==> config.mk <==
export PLATFORM = sky130hd
export DESIGN_NAME = register_file_multiport
export DESIGN_NICKNAME = d
export VERILOG_FILES = /design/src/rtl/register_file_pkg.sv /design/src/rtl/register_file_clear_fsm.sv /design/src/rtl/register_file_multiport.sv
export SDC_FILE = /design/constraint.sdc
export NUM_CORES = 1
export LEC_CHECK = 0
export ABC_CLOCK_PERIOD_IN_PS = 7500
export CAP_MARGIN = 20
export CORE_ASPECT_RATIO = 0.8
export CORE_MARGIN = 1
export CORE_UTILIZATION = 50
export DETAILED_ROUTE_END_ITERATION = 16
export PLACE_DENSITY = 0.79
export SETUP_SLACK_MARGIN = 0.3
export SKIP_CTS_REPAIR_TIMING = 1
export SLEW_MARGIN = 10
export SYNTH_ARGS = -nofsm -noshare
export SYNTH_HDL_FRONTEND = slang
export SYNTH_SLANG_ARGS = --single-unit
export TNS_END_PERCENT = 100
==> constraint.sdc <==
create_clock -name clock -period 7.5 [get_ports clock]
set_input_delay 1.875 -clock clock [delete_from_list [all_inputs] [get_ports clock]]
set_output_delay 1.875 -clock clock [all_outputs]
set_load 0.03 [all_outputs]
==> src/rtl/register_file_pkg.sv <==
// register_file_pkg
// Shared definitions for the multiport register file: the clear-sweep state
// encoding and the register-count derivation from the address width.
package register_file_pkg;

  typedef enum logic [1:0] {
    IDLE  = 2'd0,
    SWEEP = 2'd1,
    DONE  = 2'd2
  } clear_state_e;

  function automatic int num_regs(input int addr_width);
    return 1 << addr_width;
  endfunction

endpackage

==> src/rtl/register_file_clear_fsm.sv <==
// register_file_clear_fsm
// Sequencer that zeroes the register array one entry per cycle on request.
//   clk_i            clock, rising edge
//   rst_ni           synchronous active-low reset
//   clear_request_i  start a sweep (only honoured in IDLE)
//   write_enable_i   write strobe from writeback, used to flag refused writes
//   clear_busy_o     sweep in progress
//   clear_done_o     one-cycle pulse after the last entry is cleared
//   write_dropped_o  write refused because a sweep is active
//   clear_en_o       per-entry clear strobe for the array
//   clear_idx_o      entry cleared at the next edge while clear_en_o is high
//
// state | meaning
// IDLE  | waiting for clear_request_i
// SWEEP | clearing entry idx_q each cycle, writes refused
// DONE  | sweep finished, clear_done_o pulses, writes accepted
module register_file_clear_fsm
  import register_file_pkg::*;
#(
  parameter int ADDR_WIDTH = 2
) (
  input  logic                  clk_i,
  input  logic                  rst_ni,
  input  logic                  clear_request_i,
  input  logic                  write_enable_i,
  output logic                  clear_busy_o,
  output logic                  clear_done_o,
  output logic                  write_dropped_o,
  output logic                  clear_en_o,
  output logic [ADDR_WIDTH-1:0] clear_idx_o
);

  localparam logic [ADDR_WIDTH-1:0] LastIdx = {ADDR_WIDTH{1'b1}};

  clear_state_e          state_q, state_d;
  logic [ADDR_WIDTH-1:0] idx_q, idx_d;

  always_comb begin
    state_d = state_q;
    idx_d   = idx_q;
    case (state_q)
      IDLE: begin
        if (clear_request_i) begin
          state_d = SWEEP;
          idx_d   = '0;
        end
      end
      SWEEP: begin
        idx_d = idx_q + ADDR_WIDTH'(1);
        if (idx_q == LastIdx) begin
          state_d = DONE;
          idx_d   = '0;
        end
      end
      DONE:    state_d = IDLE;
      default: state_d = IDLE;
    endcase
  end

  always_ff @(posedge clk_i) begin
    if (!rst_ni) begin
      state_q <= IDLE;
      idx_q   <= '0;
    end else begin
      state_q <= state_d;
      idx_q   <= idx_d;
    end
  end

  assign clear_busy_o    = (state_q == SWEEP);
  assign clear_done_o    = (state_q == DONE);
  assign write_dropped_o = write_enable_i && clear_busy_o;
  assign clear_en_o      = clear_busy_o;
  assign clear_idx_o     = idx_q;

endmodule

==> src/rtl/register_file_multiport.sv <==
// register_file_multiport
// Parametrised register file with N combinational read ports, one write port,
// optional hardwired-zero register 0, optional write-to-read bypass and a
// run-time clear sweep.
//   clock, reset_n       clock and synchronous active-low reset
//   read_register_ports  packed read addresses, port p at [p*ADDR_WIDTH +: ADDR_WIDTH]
//   read_data_ports      packed read data, port p at [p*DATA_WIDTH +: DATA_WIDTH]
//   write_register/data/enable  writeback port
//   clear_request        start a clear sweep
//   clear_busy, clear_done, write_dropped  sweep status
module register_file_multiport
  import register_file_pkg::*;
#(
  parameter int DATA_WIDTH     = 32,
  parameter int ADDR_WIDTH     = 2,
  parameter int NUM_READ_PORTS = 2,
  parameter int ZERO_REG       = 1,
  parameter int BYPASS         = 1
) (
  input  logic                                 clock,
  input  logic                                 reset_n,
  input  logic [NUM_READ_PORTS*ADDR_WIDTH-1:0] read_register_ports,
  output logic [NUM_READ_PORTS*DATA_WIDTH-1:0] read_data_ports,
  input  logic [ADDR_WIDTH-1:0]                write_register,
  input  logic [DATA_WIDTH-1:0]                write_data,
  input  logic                                 write_enable,
  input  logic                                 clear_request,
  output logic                                 clear_busy,
  output logic                                 clear_done,
  output logic                                 write_dropped
);

  localparam int NumRegs = num_regs(ADDR_WIDTH);

  logic [DATA_WIDTH-1:0] regs_q [NumRegs];
  logic                  clear_en;
  logic [ADDR_WIDTH-1:0] clear_idx;
  logic                  wr_accept;

  register_file_clear_fsm #(
    .ADDR_WIDTH(ADDR_WIDTH)
  ) u_clear_fsm (
    .clk_i          (clock),
    .rst_ni         (reset_n),
    .clear_request_i(clear_request),
    .write_enable_i (write_enable),
    .clear_busy_o   (clear_busy),
    .clear_done_o   (clear_done),
    .write_dropped_o(write_dropped),
    .clear_en_o     (clear_en),
    .clear_idx_o    (clear_idx)
  );

  // Protected register 0 never accepts a write, so it is never bypassed either.
  assign wr_accept = write_enable && !clear_busy &&
                     !((ZERO_REG != 0) && (write_register == '0));

  // Sweep and accepted write are mutually exclusive (writes refused while busy).
  always_ff @(posedge clock) begin
    if (!reset_n) begin
      for (int i = 0; i < NumRegs; i++) regs_q[i] <= '0;
    end else if (clear_en) begin
      regs_q[clear_idx] <= '0;
    end else if (wr_accept) begin
      regs_q[write_register] <= write_data;
    end
  end

  for (genvar p = 0; p < NUM_READ_PORTS; p++) begin : g_rd
    logic [ADDR_WIDTH-1:0] addr;
    logic [DATA_WIDTH-1:0] data;

    assign addr = read_register_ports[p*ADDR_WIDTH +: ADDR_WIDTH];

    always_comb begin
      data = regs_q[addr];
      if ((BYPASS != 0) && wr_accept && (write_register == addr)) data = write_data;
      if ((ZERO_REG != 0) && (addr == '0)) data = '0;
    end

    assign read_data_ports[p*DATA_WIDTH +: DATA_WIDTH] = data;
  end

endmodule

==> summary.md, run 1 <==
| Metric | Value |
|---|---|
| H-Tree Level Count | 3 |
| Prevailing post-synth register cell | sky130_fd_sc_hd__edfxtp_1 |
| Fill cell count | 845 |
| Fraction of final layout cells with drive strength greater than 1 | 0.0615 |
| Max-slew violation total from the final report | 0 |
| Clk slew on worst S/H paths | 70 ps |
| Iteration-0 DRC count of the detailed router | 695 |
| Total wire length | 15.9 mm |
| Area post-placement | 6950 um2 |
| Register Area | 2960 um2 |
| Shortest period the worst path allows | 6850 ps |
| Average via count per standard cell | 6.18 |
| Critical Path Fanout Max | 21 |
| Total power per unit cell area | 205 nW/um2 |
| Maximum number of pins on one net before global-route repair | 72 |
| Fraction of synthesized cell area in xor and xnor cells | 0.00461 |
| Number of library cell types mapped by synthesis | 33 |
| Via count of the first global-routing pass | 4948 |
| Proportion of synthesized area in mux cells | 0.0580 |
| Clock tree from TritonCTS | built |
| Final HPWL DP | 9.30 mm |
| Maximum root-to-sink buffer count | 2 |
| Endpoints failing setup | 0 |
| Sequential element share of the synthesized area | 0.520 |
| Worst setup skew after layout | 7.48 ps |
| Area added between synthesis and finish | 27.4% |
| Worst R2R Setup Slack | 4730 ps |
| Initial Utilization | 0.519 |
| Share of the synthesized area in compound gates (AO/OA/AOI/OAI) | 0.192 |
| Proportion of synthesized flip-flops having asynchronous set or reset | 0 |
| Simple-gate share of the synthesized area | 0.141 |
| Number of antenna repair diodes | 0 |
| Ports | 109 |
| Clock root buffer | sky130_fd_sc_hd__clkbuf_16 |
| Net Count, Synth | 622 |
| Maximum VDD drop | 0.000140 V |
| Outcome | finished clean |
| Maximum clock frequency | 146 MHz |
| Routed wirelength normalized by instance count | 19.6 um |
| Number of sinks driven by the clock tree | 100 |
| Antenna-violating nets left | 0 |
| Worst Hold Depth | 1 |
| Wire length of the first global-routing pass | 24.6 mm |
| Crit path required time | 5620 ps |
| Final net count | 705 |
| Number of placement rows | 34 |
| Overall power of the completed layout | 0.00148 W |
| Die Wd | 121 um |
| Cts bufs inserted | 9 |
| Area of the core | 11000 um2 |
| Post-route standard cell area excluding fillers | 7260 um2 |
| Largest family of logic cells by synthesized area | compound AO/OA/AOI/OAI gates |
| FF-to-FF path depth | 5 |
| Hold Violations, Final | 0 |
| Category of the critical setup timing path | in2out |
| Height of the chip | 97.5 um |
| WHS | 453 ps |
| Flip-flop and latch count after synthesis | 100 |
| Initial antenna violation count | 0 |
| Nature of the critical path startpoint | input pin |
| Final global-route overflow total | 0 |
| Number of buffer cells added on primary ports | 108 |
| DRC errors left | 0 |
| First-pass DRT Iterations | 6 |
| Total Routing Usage GR | 0.272 |
| Yosys warning count | 0 |
| Number of maximum-capacitance constraint violations | 0 |
| Die Footprint | 11800 um2 |
| Most common cell after layout, fill and taps aside | sky130_fd_sc_hd__clkdlybuf4s50_1 |
| Post-synthesis share of cell area spent on full adders, half adders and majority gates | 0.00220 |
| EDFF count, synth | 96 |
| Worst slew slack as a fraction of its limit | 0.256 |
| Least-Margin Pin Slew | 1110 ps |
| Cell area after synthesis | 5700 um2 |
| Total vias in the final route | 5010 |
| Most frequent cells in the layout | 106 x sky130_fd_sc_hd__clkdlybuf4s50_1, 96 x sky130_fd_sc_hd__edfxtp_1, 67 x sky130_fd_sc_hd__nor2_1 |
| Unrepaired setup endpoints after global routing | false |
| Period Utilization, post-route | 0.913 |
| Final GP Congestion | 0.803 |
| Post-route setup TNS | 0 ps |
| Capturing element type of the critical path | output port |
| Multi-input logic area | 2350 um2 |
| Later-pin clock latency in the skew report | 350 ps |
| Lkg Pwr | 2.92 nW |
| Arrival @ worst endpoint | 4980 ps |
| Average size of a mapped cell | 9.84 um2 |
| Hold/Removal Path Class | reg2reg |
| Synthesized instance count | 579 |
-- registers in the layout, summed over array words and instances (netlist names) --
signal                   cells
u_clear_fsm.clear_idx_o      2
regs_q                      96
u_clear_fsm.state_q          2
-- power breakdown --
group | switching [W] | total [W] | internal (W)
Clock | 0.000209 | 0.000438 | 0.000229
Combinational | 0.000231 | 0.000376 | 0.000145
Sequential | 0.0000188 | 0.000671 | 0.000652
Total | 0.000459 | 0.00148 | 0.00103
-- cell usage after synthesis (2+ instances only) --
cell,instances,area share
sky130_fd_sc_hd__a211oi_1,64,0.084
sky130_fd_sc_hd__a21oi_1,35,0.031
sky130_fd_sc_hd__a222oi_1,32,0.056
sky130_fd_sc_hd__and3_1,2,0.0022
sky130_fd_sc_hd__buf_2,25,0.022
sky130_fd_sc_hd__clkbuf_1,22,0.014
sky130_fd_sc_hd__dfxtp_1,4,0.014
sky130_fd_sc_hd__edfxtp_1,96,0.51
sky130_fd_sc_hd__inv_1,66,0.043
sky130_fd_sc_hd__inv_2,2,0.0013
sky130_fd_sc_hd__mux2i_1,33,0.058
sky130_fd_sc_hd__nand2_1,67,0.044
sky130_fd_sc_hd__nor2_1,69,0.045
sky130_fd_sc_hd__nor2b_1,38,0.042
sky130_fd_sc_hd__nor3_1,2,0.0018
sky130_fd_sc_hd__nor3b_1,2,0.0026
sky130_fd_sc_hd__o21ai_0,3,0.0026
sky130_fd_sc_hd__xnor2_1,2,0.0031
-- final cells by class --
| cell class | count | share of cell area |
|---|---|---|
| clock buffer | 10 | 0.0316 |
| clock inverter | 6 | 0.00672 |
| inverter | 68 | 0.0352 |
| multi-input combinational | 363 | 0.324 |
| sequential | 100 | 0.408 |
| tap | 144 | 0.0248 |
| timing repair buffer | 120 | 0.169 |
-- layer usage --
metal,vias up,wire [um],track usage
met5,-,0,0
met4,0,177,0.108
met3,24,1620,0.0493
met2,334,7620,0.433
met1,2394,6470,0.366
li1,2258,-,-
-- worst max-delay path: stages --
cell,delay [ps]
sky130_fd_sc_hd__clkdlybuf4s50_1,660
sky130_fd_sc_hd__nor2b_1,500
sky130_fd_sc_hd__a41oi_4,390
sky130_fd_sc_hd__buf_16,320
sky130_fd_sc_hd__a222oi_1,440
sky130_fd_sc_hd__clkdlybuf4s50_1,770
-- kinds of logic after synthesis --
| group | count (synthesis) |
|---|---|
| AOI/OAI and AO/OA | 144 |
| xor gates and xnor gates | 3 |
| adders and majority gates | 1 |
| buffers and inverters | 116 |
| DFF | 100 |
| muxes | 33 |
| and+or+nand+nor | 182 |
-- path summary, 6_finish.rpt --
check	from	endpoint
setup reg to reg	u_clear_fsm.state_q[1]	regs_q[1][21]
setup / recovery	write_register[0]	read_data_ports[21]
hold / removal	u_clear_fsm.state_q[1]	u_clear_fsm.state_q[0]
hold reg to reg	u_clear_fsm.state_q[1]	u_clear_fsm.state_q[0]
-- per-stage QoR --
stage / cells / utilization / worst slack, ps
after floorplan: 579 / - / 2090
after global placement: 792 / 0.628 / 636
after detailed placement: 794 / 0.633 / 727
after CTS: 810 / 0.659 / 703
after global routing: 811 / 0.661 / 534
final: 811 / 0.661 / 650
(Power assumes the default switching activity.)
==> run 2: changes to the inputs <==
--- a/config.mk
+++ b/config.mk
@@ -5,7 +5,6 @@
 export SDC_FILE = /design/constraint.sdc
 export NUM_CORES = 1
 export LEC_CHECK = 0
-export ABC_CLOCK_PERIOD_IN_PS = 7500
 export CAP_MARGIN = 20
 export CORE_ASPECT_RATIO = 0.8
 export CORE_MARGIN = 1
==> results of run 2 <==
The final DEF is identical to that of run 1; final timing and power are the same.
==> run 3: changes to the inputs <==
--- a/config.mk
+++ b/config.mk
@@ -10,11 +10,10 @@
 export CORE_MARGIN = 1
 export CORE_UTILIZATION = 50
 export DETAILED_ROUTE_END_ITERATION = 16
-export PLACE_DENSITY = 0.79
+export PLACE_DENSITY = 0.77
 export SETUP_SLACK_MARGIN = 0.3
 export SKIP_CTS_REPAIR_TIMING = 1
 export SLEW_MARGIN = 10
 export SYNTH_ARGS = -nofsm -noshare
 export SYNTH_HDL_FRONTEND = slang
 export SYNTH_SLANG_ARGS = --single-unit
-export TNS_END_PERCENT = 100
==> summary.md, run 3 (synthesized netlist as in run 1, its figures left out) <==
| Metric | Value |
|---|---|
| Worst setup skew after layout | 3.81 ps (was 7.48 ps) |
| Final HPWL DP | 9.75 mm (was 9.30 mm) |
| Maximum number of pins on one net before global-route repair | 76 (was 72) |
| Longest individual stage delay on the worst path | 780 ps (was 770 ps) |
| Endpoints failing setup | 0 (unchanged) |
| Total power per unit cell area | 205 nW/um2 (about the same) |
| Number of sinks driven by the clock tree | 100 (unchanged) |
| Post-route setup TNS | 0 ps (unchanged) |
| FF-to-FF path depth | 6 (was 5) |
| Maximum VDD drop | 0.000165 V (was 0.000140 V) |
| Cts bufs inserted | 9 (unchanged) |
| GR met3 Demand/Resource | 0.0493 (unchanged) |
| Library cell contributing the largest single delay on the critical path | sky130_fd_sc_hd__clkdlybuf4s50_1 (unchanged) |
| Fraction of final layout cells with drive strength greater than 1 | 0.0584 (was 0.0615) |
| Hold/Removal Path Class | reg2reg (unchanged) |
| Via count of the first global-routing pass | 5026 (was 4948) |
| Total Routing Usage GR | 0.283 (was 0.272) |
| Overall power of the completed layout | 0.00149 W (was 0.00148 W) |
| Wire length of the first global-routing pass | 25.6 mm (was 24.6 mm) |
| Antenna-violating nets left | 0 (unchanged) |
| Total vias in the final route | 5012 (was 5010) |
| Worst Hold Depth | 1 (unchanged) |
| Max-slew violation total from the final report | 0 (unchanged) |
| Worst path buffer plus inverter count | 3 (unchanged) |
| Die Wd | 121 um (unchanged) |
| Period Utilization, post-route | 0.916 (was 0.913) |
| Fill cell count | 850 (was 845) |
| Met1 capacity usage during global routing | 0.378 (was 0.366) |
| Crit path required time | 5620 ps (about the same) |
| Area added between synthesis and finish | 27.7% (was 27.4%) |
| Area of the core | 11000 um2 (unchanged) |
| Number of flip-flops in the largest register | 96 (unchanged) |
| Die Footprint | 11800 um2 (unchanged) |
| DRC errors left | 0 (unchanged) |
| Initial antenna violation count | 0 (unchanged) |
| Shortest period the worst path allows | 6870 ps (was 6850 ps) |
| Final global-route overflow total | 0 (unchanged) |
| Clock tree from TritonCTS | built (unchanged) |
| Lkg Pwr | 2.93 nW (was 2.92 nW) |
| Outcome | finished clean (unchanged) |
| Clk slew on worst S/H paths | 60 ps (was 70 ps) |
| Worst-path cell chain | clkdlybuf4s50_1 > nor2b_1 > a41oi_4 > buf_16 > a222oi_1 > clkdlybuf4s50_1 (unchanged) |
| Hold Violations, Final | 0 (unchanged) |
| Height of the chip | 97.5 um (unchanged) |
| Maximum root-to-sink buffer count | 2 (unchanged) |
| Total wire length | 16.2 mm (was 15.9 mm) |
| Number of maximum-capacitance constraint violations | 0 (unchanged) |
| Arrival @ worst endpoint | 5000 ps (was 4980 ps) |
| Final GP Congestion | 0.808 (was 0.803) |
| Routed wirelength normalized by instance count | 20.0 um (was 19.6 um) |
| Unrepaired setup endpoints after global routing | false (unchanged) |
| First-pass DRT Iterations | 7 (was 6) |
| Capturing element type of the critical path | output port (unchanged) |
| Iteration-0 DRC count of the detailed router | 443 (was 695) |
| Least-Margin Pin Slew | 1140 ps (was 1110 ps) |
| Maximum clock frequency | 146 MHz (about the same) |
| Post-layout utilization of the core | 0.663 (was 0.661) |
| Worst slew slack as a fraction of its limit | 0.238 (was 0.256) |
| Met2 Resource Use GR | 0.465 (was 0.433) |
| Clock root buffer | sky130_fd_sc_hd__clkbuf_16 (unchanged) |
| Busiest layer in global routing | met2 (unchanged) |
| Most common cell after layout, fill and taps aside | sky130_fd_sc_hd__clkdlybuf4s50_1 (unchanged) |
| Category of the critical setup timing path | in2out (unchanged) |
| Post-route standard cell area excluding fillers | 7270 um2 (was 7260 um2) |
| Final net count | 707 (was 705) |
| Initial Utilization | 0.519 (unchanged) |
| Area post-placement | 6970 um2 (was 6950 um2) |
| Worst path most repeated cell | sky130_fd_sc_hd__clkdlybuf4s50_1 (unchanged) |
| Number of placement rows | 34 (unchanged) |
| Register Area | 2960 um2 (unchanged) |
| Critical Path Fanout Max | 20 (was 21) |
| Number of antenna repair diodes | 0 (unchanged) |
| Largest register by flop count | regs_q (unchanged) |
| Ports | 109 (unchanged) |
| Nature of the critical path startpoint | input pin (unchanged) |
| Average via count per standard cell | 6.17 (was 6.18) |
| H-Tree Level Count | 3 (unchanged) |
| Number of stages on the worst setup path | 6 (unchanged) |
| Number of buffer cells added on primary ports | 108 (unchanged) |
| Most frequent cells in the layout | 106 x sky130_fd_sc_hd__clkdlybuf4s50_1, 96 x sky130_fd_sc_hd__edfxtp_1, 67 x sky130_fd_sc_hd__nor2_1 (unchanged) |
| Multi-input logic area | 2350 um2 (unchanged) |
| Family with the most delay on the worst path | buffers and inverters (unchanged) |
| Later-pin clock latency in the skew report | 340 ps (was 350 ps) |
run 3: changes by cell type in the layout (fill, tap and decap cells not counted), sizes merged:
cell      change
buf           +2
bufinv        +1
clkbuf        +1
clkinvlp      -1
inv           -2
run 3: final timing paths:
| check | slack, ps | end | start |
|---|---|---|---|
| worst max-delay path | 630 | read_data_ports[0] | write_register[0] |
| worst min-delay path | 460 | u_clear_fsm.state_q[0] | u_clear_fsm.state_q[1] |
| worst max register to register | 4390 | regs_q[2][21] | u_clear_fsm.state_q[1] |
| worst min register to register | 460 | u_clear_fsm.state_q[0] | u_clear_fsm.state_q[1] |
run 3: per-layer routing:
metal | wire (um) | up-vias
met5 | 0 | -
met4 | 219 | 0
met3 | 1550 | 20
met2 | 7900 | 291
met1 | 6550 | 2436
li1 | - | 2265
run 3: metrics by stage:
step	std cells	hold slack, ps	setup slack (ps)
finish	812	457	629
global route	812	489	539
CTS	811	464	715
detailed placement	796	455	732
global placement	795	435	645
floorplan	579	421	2090
run 3: cell type report:
cell class / instances / area share
Inverter: 68 / 0.0351
Clock inverter: 4 / 0.00568
Multi-Input combinational cell: 363 / 0.324
Sequential cell: 100 / 0.407
Timing Repair Buffer: 122 / 0.171
Tap cell: 144 / 0.0248
Clock buffer: 11 / 0.0320
run 3: power by group:
| part | leakage, nW | total [W] | switching (W) | internal (W) |
|---|---|---|---|---|
| clock network | 0.132 | 0.000443 | 0.000189 | 0.000254 |
| registers | 1.05 | 0.000672 | 0.0000189 | 0.000653 |
| logic | 1.75 | 0.000376 | 0.000231 | 0.000145 |
run 3: worst reg2reg max path, delay by kind of cell (launching register included):
kind | cells | cell delay (ps)
buf+inv | 2 | 630
flops | 1 | 350
compound gates | 2 | 860
simple gates | 2 | 930
